[src/rtl/counter_pkg.sv]
// Shared types and default widths for the programmable up/down counter.
// Latency: n/a (types and constants only).
// Backpressure: n/a.
package counter_pkg;

  localparam int unsigned DEF_COUNT_WIDTH = 8;
  localparam int unsigned DEF_STEP_WIDTH  = 4;

  // End-of-range behaviour; the reserved encoding is treated as saturate.
  typedef enum logic [1:0] {
    MODE_WRAP    = 2'd0,
    MODE_SAT     = 2'd1,
    MODE_ONESHOT = 2'd2,
    MODE_RSVD    = 2'd3
  } mode_e;

endpackage

[src/rtl/counter_step_calc.sv]
// Next-count arithmetic for one enabled step inside the range [0, limit].
// Latency: purely combinational, zero cycles.
// Backpressure: none; the caller decides whether the result is used.
module counter_step_calc
  import counter_pkg::*;
#(
  parameter int COUNT_WIDTH = DEF_COUNT_WIDTH
) (
  input  logic [COUNT_WIDTH-1:0] count_i,
  input  logic [COUNT_WIDTH-1:0] eff_i,
  input  logic [COUNT_WIDTH-1:0] limit_i,
  input  logic                   up_dn_i,
  input  mode_e                  mode_i,
  output logic [COUNT_WIDTH-1:0] next_count_o,
  output logic                   cross_up_o,
  output logic                   cross_dn_o,
  output logic                   set_halt_o
);

  // One extra bit so that count+eff and limit+1 never wrap at 2^COUNT_WIDTH.
  logic [COUNT_WIDTH:0] count_x;
  logic [COUNT_WIDTH:0] eff_x;
  logic [COUNT_WIDTH:0] limit_x;
  logic [COUNT_WIDTH:0] lim_p1;
  logic [COUNT_WIDTH:0] sum_up;
  logic [COUNT_WIDTH:0] wrap_up;
  logic [COUNT_WIDTH:0] wrap_dn;
  logic [COUNT_WIDTH-1:0] diff_dn;

  assign count_x = {1'b0, count_i};
  assign eff_x   = {1'b0, eff_i};
  assign limit_x = {1'b0, limit_i};
  assign lim_p1  = limit_x + 1'b1;
  assign sum_up  = count_x + eff_x;
  // Only used when sum_up > limit, so the subtraction cannot underflow.
  assign wrap_up = sum_up - lim_p1;
  // Only used when count < eff; the result lands back inside [0, limit].
  assign wrap_dn = count_x + lim_p1 - eff_x;
  assign diff_dn = count_i - eff_i;

  // Select the in-range result or the mode-specific end-of-range result.
  always_comb begin
    next_count_o = count_i;
    cross_up_o   = 1'b0;
    cross_dn_o   = 1'b0;
    set_halt_o   = 1'b0;
    if (up_dn_i) begin
      if (sum_up <= limit_x) begin
        next_count_o = sum_up[COUNT_WIDTH-1:0];
      end else begin
        cross_up_o = 1'b1;
        case (mode_i)
          MODE_WRAP: next_count_o = wrap_up[COUNT_WIDTH-1:0];
          MODE_ONESHOT: begin
            next_count_o = limit_i;
            set_halt_o   = 1'b1;
          end
          default: next_count_o = limit_i;
        endcase
      end
    end else begin
      if (count_i >= eff_i) begin
        next_count_o = diff_dn;
      end else begin
        cross_dn_o = 1'b1;
        case (mode_i)
          MODE_WRAP: next_count_o = wrap_dn[COUNT_WIDTH-1:0];
          MODE_ONESHOT: begin
            next_count_o = '0;
            set_halt_o   = 1'b1;
          end
          default: next_count_o = '0;
        endcase
      end
    end
  end

endmodule

[src/rtl/updown_counter_prog.sv]
// Programmable up/down counter: step, live limit, clear/load, wrap/sat/one-shot.
// Latency: count and ovf/unf/halted register on the same edge; at_max/at_min are combinational.
// Backpressure: none; en gates counting, halted freezes it until clr/load/rst.
module updown_counter_prog
  import counter_pkg::*;
#(
  parameter int COUNT_WIDTH = DEF_COUNT_WIDTH,
  parameter int STEP_WIDTH  = DEF_STEP_WIDTH
) (
  input  logic                   clk,
  input  logic                   rst,
  input  logic                   clr,
  input  logic                   load,
  input  logic [COUNT_WIDTH-1:0] load_val,
  input  logic                   en,
  input  logic                   up_dn,
  input  logic [STEP_WIDTH-1:0]  step,
  input  logic [COUNT_WIDTH-1:0] limit,
  input  logic [1:0]             mode,
  output logic [COUNT_WIDTH-1:0] count,
  output logic                   at_max,
  output logic                   at_min,
  output logic                   ovf,
  output logic                   unf,
  output logic                   halted
);

  logic [COUNT_WIDTH-1:0] count_q, count_d;
  logic                   ovf_q, ovf_d;
  logic                   unf_q, unf_d;
  logic                   halted_q, halted_d;

  logic [COUNT_WIDTH-1:0] step_ext;
  logic [COUNT_WIDTH-1:0] eff;
  logic [COUNT_WIDTH-1:0] load_clip;
  logic [COUNT_WIDTH-1:0] next_count;
  logic                   cross_up;
  logic                   cross_dn;
  logic                   set_halt;

  // A step larger than the whole range is clamped so wrap arithmetic stays single-lap.
  assign step_ext  = COUNT_WIDTH'(step);
  assign eff       = (step_ext < limit) ? step_ext : limit;
  assign load_clip = (load_val < limit) ? load_val : limit;

  counter_step_calc #(
    .COUNT_WIDTH (COUNT_WIDTH)
  ) u_step_calc (
    .count_i      (count_q),
    .eff_i        (eff),
    .limit_i      (limit),
    .up_dn_i      (up_dn),
    .mode_i       (mode_e'(mode)),
    .next_count_o (next_count),
    .cross_up_o   (cross_up),
    .cross_dn_o   (cross_dn),
    .set_halt_o   (set_halt)
  );

  // Priority mux: clr > load > enabled step; pulses default low every cycle.
  always_comb begin
    count_d  = count_q;
    ovf_d    = 1'b0;
    unf_d    = 1'b0;
    halted_d = halted_q;
    if (clr) begin
      count_d  = '0;
      halted_d = 1'b0;
    end else if (load) begin
      count_d  = load_clip;
      halted_d = 1'b0;
    end else if (en && !halted_q) begin
      if (count_q > limit) begin
        // Limit was lowered under us: pull back into range without an event.
        count_d = limit;
      end else begin
        count_d = next_count;
        ovf_d   = cross_up;
        unf_d   = cross_dn;
        if (set_halt) begin
          halted_d = 1'b1;
        end
      end
    end
  end

  // State registers with synchronous reset taking priority over all controls.
  always_ff @(posedge clk) begin
    if (rst) begin
      count_q  <= '0;
      ovf_q    <= 1'b0;
      unf_q    <= 1'b0;
      halted_q <= 1'b0;
    end else begin
      count_q  <= count_d;
      ovf_q    <= ovf_d;
      unf_q    <= unf_d;
      halted_q <= halted_d;
    end
  end

  assign count  = count_q;
  assign ovf    = ovf_q;
  assign unf    = unf_q;
  assign halted = halted_q;
  assign at_max = (count_q == limit);
  assign at_min = (count_q == '0);

endmodule
[config.mk]
export PLATFORM = sky130hd
export DESIGN_NAME = updown_counter_prog
export DESIGN_NICKNAME = d
export VERILOG_FILES = /design/src/rtl/counter_pkg.sv /design/src/rtl/counter_step_calc.sv /design/src/rtl/updown_counter_prog.sv
export SDC_FILE = /design/constraint.sdc
export NUM_CORES = 1
export LEC_CHECK = 0
export CORE_MARGIN = 5
export CORE_UTILIZATION = 45
export CTS_CLUSTER_DIAMETER = 100
export DETAILED_ROUTE_END_ITERATION = 7
export PLACE_DENSITY = 0.73
export SLEW_MARGIN = 20
export SYNTH_ARGS = -nofsm -noshare
export SYNTH_HDL_FRONTEND = slang
export SYNTH_SLANG_ARGS = --single-unit
[constraint.sdc]
create_clock -name clk -period 6 [get_ports clk]
set_input_delay 1.2 -clock clk [delete_from_list [all_inputs] [get_ports clk]]
set_output_delay 1.2 -clock clk [all_outputs]
set_load 0.05 [all_outputs]
==> summary.md <==
| Metric | Value |
|---|---|
| Crit start category | `primary input` |
| Max Clock Freq | `172.1 MHz` |
| Maximum buffer depth of the clock tree | `2` |
| Critical Path RT | `6.17 ns` |
| HP Class | `reg2reg` |
| Synth Register Bits | `11` |
| Tcrit/Tclk final | `96.82%` |
| Synth Area in Compound Gates | `26.99%` |
| CTS Sinks | `11` |
| Clock slew at reported path FFs | `0.05 ns` |
| Final wirelength | `10.72 mm` |
| CP peak stage delay | `0.47 ns` |
| Max-slew violations | `0` |
| Final nets | `581` |
| Final clock skew | `0.0005436 ns` |
| Register area share after synthesis | `6.756%` |
| Total GRT Usage | `23.75%` |
| Status | `finished, final reports clean` |
| Gr ovfl total | `0` |
| Via count | `3414` |
| Num CTS Buffers | `3` |
| Worst-Margin Slew | `1.018 ns` |
| Post-Synthesis Cell Area | `3259 µm²` |
| Final Setup Violations | `0` |
| Relative slew slack | `31.88%` |
| Crit. path cell count | `24` |
| Worst reg2reg path depth | `14` |
| Simple-Gate Fraction of Synth Area | `17.85%` |
| Port bufs | `40` |
| Final Cell Area | `4056 µm²` |
| Yosys warning count | `0` |
| Crit path DAT | `5.98 ns` |
| GP Congestion | `0.9468` |
| Post-synth EDFFs | `0` |
| Avg Inst Size Synth | `7.873 µm²` |
| Fin Setup TNS | `0 ns` |
| Avg Vias per Cell | `5.876` |
| # diodes | `0` |
| CORE AREA | `7137 µm²` |
| Post-DP HPWL | `8.961 mm` |
| Avg WL per Cell | `18.46 µm` |
| Vias in the first global route | `3368` |
| Minimum clock period | `5.809 ns` |
| Die X | `95.11 µm` |
| Detailed Route Iter0 Violations | `174` |
| Pwr dens | `180.9 nW/µm²` |
| CP Cell Sequence | `clkdlybuf4s50_1 -> inv_1 -> ha_1 -> o21ai_1 -> nand2b_1 -> a21o_1 -> a21oi_1 -> nor2_1 -> mux2_2 -> ha_2 -> inv_1 -> fa_1 -> nand2b_4 -> a2111oi_4 -> nor3_1 -> xor2_1 -> ha_1 -> nand4_1 -> o32ai_2 -> o2bb2ai_2 -> buf_4 -> a2111oi_0 -> a21oi_1 -> a31oi_1` |
| Synth async-reset ratio | `0%` |
| Worst hold start | `halted` |
| Antenna viol nets, final | `0` |
| R2r startpoint | `count[1]` |
| Post-DP Area | `3938 µm²` |
| Flop2flop setup slack | `2.11 ns` |
| Worst-Skew Late Latency | `0.24 ns` |
| Synth Area in XOR/XNOR | `6.449%` |
| DR pass1 iterations | `5` |
| Top FF cell, synth | `dfxtp_1` |
| Initial Utilization | `45.67%` |
| Most frequent cells in the layout | `59 x ha_1, 40 x clkdlybuf4s50_1, 37 x inv_1, 29 x buf_4, 27 x nor2_1` |
| Top post-synthesis cells by area | `ha_1 23%, dfxtp_1 6.8%, fa_1 6.1%` |
| Worst hold endpoint | `halted` |
| Worst r2r dst | `count[7]` |
| Slowest CP cell | `clkdlybuf4s50_1` |
| H-tree levels | `1` |
| Crit-path leading delay family | `compound AO/OA/AOI/OAI gates` |
| Max-cap viol count | `0` |
| Buf/Inv on CP | `4` |
| Yosys top cell by area | `ha_1` |
| Post-synthesis mux area share | `5.758%` |
| Most common cell after layout, fill and taps aside | `ha_1` |
| Die height | `95.11 µm` |
| Row cnt | `31` |
| Share of layout cells above drive strength 1 | `9.751%` |
| Crit. End Element | `flip-flop` |
| DIE AREA | `9045 µm²` |
| P_leak | `1.762 nW` |
| CTS tree | `built` |
| Hold Buf Count CTS | `0` |
| Adder-Cell Fraction of Synth Area | `29.17%` |
| Crit-path max FO | `5` |
| Hold Crit Depth | `1` |
| Final Hold Viols | `0` |
| Initial antenna violation count | `0` |
| DRC | `0` |
| Global-route wire length before repair | `16.66 mm` |
| P&R area growth vs syn | `24.45%` |
| Synth unique cells | `67` |
| Largest family of logic cells by synthesized area | `adder cells` |
| Maximum VDD drop | `0.06377 mV` |
| Post-Synthesis Cells | `414` |
| Final hold slack | `0.5467 ns` |
| Critical path class | `in2reg` |
| Top-area cell type share of the netlist area | `23.03%` |
| Number of I/O pins | `41` |
| Clk root buf | `clkbuf_8` |
| Pin count of the biggest net entering global routing | `17` |
[registers in the layout, summed over array words and instances, names as in the netlist]
name / flops
count: 8
halted: 1
ovf: 1
unf: 1
[synthesized netlist by cell type (5+ instances only)]
library cell / instances
xnor2_1: 16
a31oi_1: 7
o21ai_1: 9
nand2b_1: 8
fa_1: 10
xor2_1: 8
mux2_1: 6
dfxtp_1: 11
o21a_1: 8
mux2i_1: 12
nor2_1: 27
inv_1: 37
a211oi_1: 8
nand2_1: 21
o211ai_1: 7
nor3_1: 12
o21bai_1: 5
nand3_1: 7
o21ai_0: 12
a21oi_1: 26
nand4_1: 5
buf_2: 6
ha_1: 60
nor2b_1: 6
[worst max-delay path by stage]
stage,from,end
floorplan,limit[2],count[2]
global placement,limit[1],count[2]
detailed placement,limit[1],count[2]
CTS,limit[1],count[2]
global route,limit[1],count[6]
finish,limit[1],count[7]
[worst reg2reg max path: cells and delay by family, from the launching register on]
family	cells	cell delay, ns
XOR/XNOR	1	0.17
AND/OR/NAND/NOR	3	0.45
AO/OA/AOI/OAI	6	1.45
flip-flops	1	0.63
buffers and inverters	2	0.29
adder cells (fa/ha/maj)	2	0.82
[report_power, final]
part | switching, W | leakage (nW) | internal, W
Clock | 0.0000311 | 0.0228 | 0.0000469
Sequential | 0.0000133 | 0.0898 | 0.0000780
Combinational | 0.000316 | 1.65 | 0.000248
[through the flow]
stage	cells	worst slack (ns)	util [%]	power, W
6_report	581	0.1907	56.84	0.0007339
5_1_grt	581	-0.01089	56.84	0.0007922
4_1_cts	579	0.1465	55.80	0.0007074
3_5_place_dp	575	-0.1091	55.17	0.0006281
3_3_place_gp	575	0.06473	55.17	0.0006188
2_1_floorplan	423	0.1547	-	0.0004640
[per-layer routing]
| metal | routed length, µm | global-route usage (%) | share of wire, % | vias up |
|---|---|---|---|---|
| li1 | - | - | - | 1662 |
| met1 | 4653 | 29.68 | 43 | 1583 |
| met2 | 4970 | 40.64 | 46 | 132 |
| met3 | 678 | 3.552 | 6.3 | 37 |
| met4 | 419 | 9.495 | 3.9 | 0 |
| met5 | 0 | 0 | 0 | - |
[layout make-up]
| cell class | count | area [µm²] |
|---|---|---|
| fillers | 682 | 3080 |
| multi-input cells | 361 | 2910 |
| well taps | 99 | 123.9 |
| clock buffers | 4 | 45.04 |
| flip-flops and latches | 11 | 220.2 |
| inverters | 37 | 138.9 |
| repair buffers | 69 | 618.1 |
[timing repair]
| action | in CTS | in global routing |
|---|---|---|
| setup endpoints to repair | 0 | 9 |
| resized for setup | 0 | 11 |
| buffers inserted | 0 | 2 |
[logic make-up after synthesis]
family,Yosys count
AOI/OAI and AO/OA,126
and+or+nand+nor,112
adders and majority gates,70
buffers and inverters,51
xor gates and xnor gates,24
muxes,18
DFF,11
other,2
Note: power is estimated with default switching activity, not from simulation.
